### config.mk
export PLATFORM = sky130hd
export DESIGN_NAME = memory_stage
export DESIGN_NICKNAME = d
export VERILOG_FILES = /design/src/rtl/memory_stage.sv
export SDC_FILE = /design/constraint.sdc
export NUM_CORES = 1
export LEC_CHECK = 0
export ABC_AREA = 0
export CAP_MARGIN = 20
export CORE_MARGIN = 2
export CORE_UTILIZATION = 41
export DETAILED_ROUTE_END_ITERATION = 8
export PLACE_DENSITY = 0.76
export SYNTH_ARGS = -nofsm -noshare
export SYNTH_HDL_FRONTEND = slang
export SYNTH_SLANG_ARGS = --single-unit
export TNS_END_PERCENT = 100
### constraint.sdc
create_clock -name clk -period 7 [get_ports clk]
set_input_delay 1.05 -clock clk [delete_from_list [all_inputs] [get_ports clk]]
set_output_delay 1.05 -clock clk [all_outputs]
set_load 0.02 [all_outputs]
### src/rtl/memory_stage.sv
// rtl/memory_stage.sv - pipeline M stage: word load/store over a req/ack data bus with timeout abort, feeding the M/W register
module memory_stage #(
    parameter int WORD_W  = 32,
    parameter int REG_W   = 5,
    parameter int TIMEOUT = 16
) (
    input  logic              clk,
    input  logic              reset,
    input  logic              en,
    input  logic [WORD_W-1:0] writeDataM,
    input  logic [WORD_W-1:0] ALUResultM,
    input  logic [WORD_W-1:0] pcM,
    input  logic [REG_W-1:0]  writeRegM,
    input  logic              regWriteM,
    input  logic              memWriteM,
    input  logic              mem2regM,
    input  logic              finishM,
    input  logic              validM,
    output logic              dmem_req,
    output logic              dmem_we,
    output logic [WORD_W-1:0] dmem_addr,
    output logic [WORD_W-1:0] dmem_wdata,
    input  logic              dmem_ack,
    input  logic [WORD_W-1:0] dmem_rdata,
    output logic              stallM,
    output logic [WORD_W-1:0] readDataW,
    output logic [WORD_W-1:0] ALUResultW,
    output logic [WORD_W-1:0] pcW,
    output logic [REG_W-1:0]  writeRegW,
    output logic              regWriteW,
    output logic              mem2regW,
    output logic              finishW,
    output logic              validW,
    output logic              misalignW,
    output logic              busErrW
);

    localparam int CNT_W = $clog2(TIMEOUT);
    localparam logic [CNT_W-1:0] CNT_MAX = CNT_W'(TIMEOUT - 1);

    typedef enum logic [1:0] {IDLE, WAIT, DONE} state_t;

    state_t            state, state_nx;
    logic [CNT_W-1:0]  cnt;
    logic [WORD_W-1:0] lat_addr, lat_wdata, hold_rdata;
    logic              lat_we, hold_err;

    logic              memop, issue, timeout_hit;
    logic              req_c, stall_c;
    logic              w_load, w_bubble, w_err;
    logic [WORD_W-1:0] w_rdata;

    assign memop       = validM & (memWriteM | mem2regM);
    assign issue       = (state == IDLE) & en & memop;
    assign timeout_hit = (state == WAIT) & (cnt == CNT_MAX);

    always_comb begin
        state_nx   = state;
        req_c      = 1'b0;
        stall_c    = 1'b0;
        dmem_we    = lat_we;
        dmem_addr  = lat_addr;
        dmem_wdata = lat_wdata;
        w_load     = 1'b0;
        w_bubble   = 1'b0;
        w_err      = 1'b0;
        w_rdata    = '0;
        case (state)
            IDLE: begin
                if (issue) begin
                    req_c      = 1'b1;
                    dmem_we    = memWriteM;
                    dmem_addr  = {ALUResultM[WORD_W-1:2], 2'b00};
                    dmem_wdata = writeDataM;
                    if (dmem_ack) begin
                        w_rdata = memWriteM ? '0 : dmem_rdata;
                    end else begin
                        stall_c  = 1'b1;
                        state_nx = WAIT;
                    end
                end
                w_load   = en & ~stall_c;
                w_bubble = en & stall_c;
            end
            WAIT: begin
                req_c = 1'b1;
                if (dmem_ack) begin
                    w_rdata  = lat_we ? '0 : dmem_rdata;
                    w_load   = en;
                    state_nx = en ? IDLE : DONE;
                end else if (timeout_hit) begin
                    // abort completes like an ack but flags the bus error
                    w_err    = 1'b1;
                    w_load   = en;
                    state_nx = en ? IDLE : DONE;
                end else begin
                    stall_c  = 1'b1;
                    w_bubble = en;
                end
            end
            DONE: begin
                if (en) begin
                    w_rdata  = hold_rdata;
                    w_err    = hold_err;
                    w_load   = 1'b1;
                    state_nx = IDLE;
                end
            end
            default: state_nx = IDLE;
        endcase
    end

    // reset must silence the bus and the hazard unit without waiting for a clock
    assign dmem_req = req_c & ~reset;
    assign stallM   = stall_c & ~reset;

    always_ff @(posedge clk or posedge reset) begin
        if (reset) begin
            state      <= IDLE;
            cnt        <= '0;
            lat_addr   <= '0;
            lat_wdata  <= '0;
            lat_we     <= 1'b0;
            hold_rdata <= '0;
            hold_err   <= 1'b0;
        end else begin
            state <= state_nx;
            if (state_nx != WAIT)
                cnt <= '0;
            else if (cnt != CNT_MAX)
                cnt <= cnt + CNT_W'(1);
            if (issue) begin
                lat_addr  <= {ALUResultM[WORD_W-1:2], 2'b00};
                lat_wdata <= writeDataM;
                lat_we    <= memWriteM;
            end
            if (state == WAIT && state_nx == DONE) begin
                hold_rdata <= w_rdata;
                hold_err   <= w_err;
            end
        end
    end

    always_ff @(posedge clk or posedge reset) begin
        if (reset) begin
            readDataW  <= '0;
            ALUResultW <= '0;
            pcW        <= '0;
            writeRegW  <= '0;
            regWriteW  <= 1'b0;
            mem2regW   <= 1'b0;
            finishW    <= 1'b0;
            validW     <= 1'b0;
            misalignW  <= 1'b0;
            busErrW    <= 1'b0;
        end else if (w_load) begin
            readDataW  <= w_err ? '0 : w_rdata;
            ALUResultW <= ALUResultM;
            pcW        <= pcM;
            writeRegW  <= writeRegM;
            regWriteW  <= regWriteM & ~w_err;
            mem2regW   <= mem2regM;
            finishW    <= finishM;
            validW     <= validM;
            misalignW  <= memop & (ALUResultM[1:0] != 2'b00);
            busErrW    <= w_err;
        end else if (w_bubble) begin
            regWriteW <= 1'b0;
            mem2regW  <= 1'b0;
            finishW   <= 1'b0;
            validW    <= 1'b0;
            misalignW <= 1'b0;
            busErrW   <= 1'b0;
        end
    end

endmodule

==> metrics <==
CTS tree done; RSZ-0062 raised after global routing no; largest net degree at the start of global routing 129; placed instance area 0.0126 mm^2; cts bufs inserted 25; clock share of power 0.229; min cycle time layout 4.62 ns; Crit Path Class primary input to output pin; Leak Pwr 5.90 nW; # nets final 1,254; crit path launch type primary input; ordered cell list for the critical path clkdlybuf4s50_1 -> o2111ai_4 -> buf_12 -> mux2_2 -> clkdlybuf4s50_1; status complete, no violations; Post-Syn Instances 813; full die area 0.0239 mm^2; clk sinks 211; wire length per cell 17.6 um; crit path from en; vias 7,225; Layout Skew 0.0114 ns; Final Slew Violations 0; design area 0.0135 mm^2; Power Density 436 mW/mm^2; worst-path fanout max 128; final worst slack 2.38 ns; sequential share of power 0.328; Vias per Instance 5.13; Synth Flop Type dfrtp_1; RR Endpoint hold_rdata[8]$_DFFE_PP0P_; H-tree Lvls 1; Least-Margin Pin Slew 0.880 ns; Final Power 5.87 mW; Die Y 154 um; initial core utilization 0.414; antenna violations before repair 0; Min-Delay Startpoint pcW[9]$_DFFE_PP0P_; GPL Wtd Cong 0.803; Post-DRT Antenna Nets 0; io pins 316; layout cells sized above 1 0.171; Setup crit end dmem_addr[9]; DR pass1 iterations 5; final worst path period share 0.660; final setup vio count 0; core footprint 0.0224 mm^2; Post-Synth Simple-Gate Area 0.123; Fin Hold WS 0.471 ns; adder-cell area share of the yosys netlist 0.00674; number of cells after detailed placement 1,364; most frequent cell on the critical path clkdlybuf4s50_1; number of enable flip-flop cells after synthesis 0; Hold Path Class register to register; first-pass GRT wire length 39,300 um; Sw Share 0.356; most common cell after layout, fill and taps aside clkdlybuf4s50_1; Worst VDD drop 0.000284 V; R2R Setup Slk 4.13 ns; setup TNS 0 ns; Overflow after GRT 0; Rel. slew slack 0.413; Syn Nets 960; hold_buf cts 0; clk root buf clkbuf_16; WL final 24,800 um; Crit-path slowest cell clkdlybuf4s50_1; post-layout util 0.600; endpoints failing hold 0; vias in the first global route 7,330; Synth Area in Compound Gates 0.107; critical path arrival 3.57 ns; required time of the critical path 5.95 ns; later-pin clock latency in the skew report 0.51 ns; Internal Pwr Total 3.78 mW; largest stage delay on the critical path 0.63 ns; fin cells 1,408; Detailed Place HPWL 16,700 um; post-synthesis mux area share 0.154; drt drc 0; Layout area overhead 45.1%; clock buffer depth 3; Rows 55; Post-Syn Area 0.00928 mm^2; highest clock rate 0.217 GHz; Synth Warn # 0; xor/xnor share of the synthesized area 0.000944; Worst-path clk slew 0.05 ns; Synth cell types 46; Async SR Flop Fraction 1.00; most frequent cells in the layout clkdlybuf4s50_1 (315), nand2_1 (254), dfrtp_1 (211), mux2_2 (126), o31ai_1 (33); max-cap check violation count 0; combinational share of power 0.443; Seq cells post-synth 211; R2R cell count 9; number of DRC markers in iteration 0 345; largest family of logic cells by synthesized area multiplexers; Setup Fix Bufs, Post-CTS 0; DP Worst Slack 2.42 ns; Diodes inserted 0; Setup crit end kind output pin; PortBufs 315; reg-to-reg startpoint state[1]$_DFF_PP0_; All-Layer GR Usage 0.204; cts repair resizes 0; Post-Syn Area per Cell 11.4 um^2; Switch Pwr 2.09 mW; register area share after synthesis 0.569; Die Width 154 um
[cell families (layout without fill, tap and decap cells)]
logic type / Yosys count / count (layout)
xor gates and xnor gates: 1 / 1
buffers and inverters: 67 / 377
AOI/OAI and AO/OA: 117 / 117
muxes: 127 / 127
and+or+nand+nor: 285 / 285
adders and majority gates: 5 / 5
DFF: 211 / 211
[synthesized netlist by cell type (3+ instances only)]
| master | count | area share |
|---|---|---|
| inv_1 | 8 | 0.0032 |
| and2_1 | 5 | 0.0034 |
| a32o_1 | 31 | 0.033 |
| nand2_1 | 254 | 0.10 |
| ha_1 | 5 | 0.0067 |
| buf_8 | 3 | 0.0049 |
| mux2_2 | 126 | 0.15 |
| nor2_1 | 7 | 0.0028 |
| buf_2 | 11 | 0.0059 |
| a22oi_1 | 32 | 0.026 |
| clkbuf_1 | 33 | 0.013 |
| buf_1 | 3 | 0.0012 |
| a21oi_1 | 3 | 0.0016 |
| clkbuf_8 | 4 | 0.0059 |
| dfrtp_1 | 211 | 0.57 |
| buf_6 | 3 | 0.0036 |
| o31ai_1 | 33 | 0.027 |
| nand3_1 | 8 | 0.0043 |
[critical path: cells and delay by family]
| family | cells | cell delay (ns) |
|---|---|---|
| AOI/OAI and AO/OA | 1 | 0.29 |
| buffers and inverters | 3 | 1.62 |
| muxes | 1 | 0.42 |
[power by group through the flow]
| stage | Combinational (mW) | Clock, mW | Sequential, mW |
|---|---|---|---|
| after floorplan | 1.18 | 0 | 2.18 |
| after global placement | 2.56 | 0 | 1.94 |
| after detailed placement | 2.60 | 0 | 1.94 |
| after CTS | 2.62 | 1.37 | 1.93 |
| after global routing | 2.77 | 1.44 | 1.99 |
| final | 2.60 | 1.35 | 1.93 |
[cell type report]
type                       count  area, um^2
clock inverter                12         171
clock buffer                  31         688
multi-input combinational    535        3670
sequential                   211        5280
inverter                       8        37.5
tap                          285         357
timing repair buffer         326        3260
fill                        1804        8970
[state kept, by name, indices dropped and copies added, names as in the netlist]
name        flops
finishW         1
writeRegW       5
busErrW         1
mem2regW        1
ALUResultW     32
lat_we          1
state           2
readDataW      32
pcW            32
hold_rdata     32
cnt             4
hold_err        1
lat_addr       32
regWriteW       1
validW          1
lat_wdata      32
misalignW       1
[layer usage]
layer / track usage / vias up / routed length (um)
met4: 0.0745 / 0 / 895
met3: 0.0457 / 62 / 1790
met5: 0 / - / 0
met1: 0.277 / 3460 / 10600
met2: 0.321 / 277 / 11500
li1: - / 3426 / -
[worst min-delay path by stage]
stage / endpoint / slack [ns] / cells past startpoint
after detailed placement: pcW[15]$_DFFE_PP0P_ / 0.46 / 2
after CTS: pcW[15]$_DFFE_PP0P_ / 0.47 / 2
after global routing: pcW[15]$_DFFE_PP0P_ / 0.49 / 2
after floorplan: lat_addr[0]$_DFF_PP0_ / 0.44 / 1
final: pcW[9]$_DFFE_PP0P_ / 0.47 / 2
after global placement: ALUResultW[17]$_DFFE_PP0P_ / 0.46 / 2
Note: power is estimated with default switching activity, not from simulation.
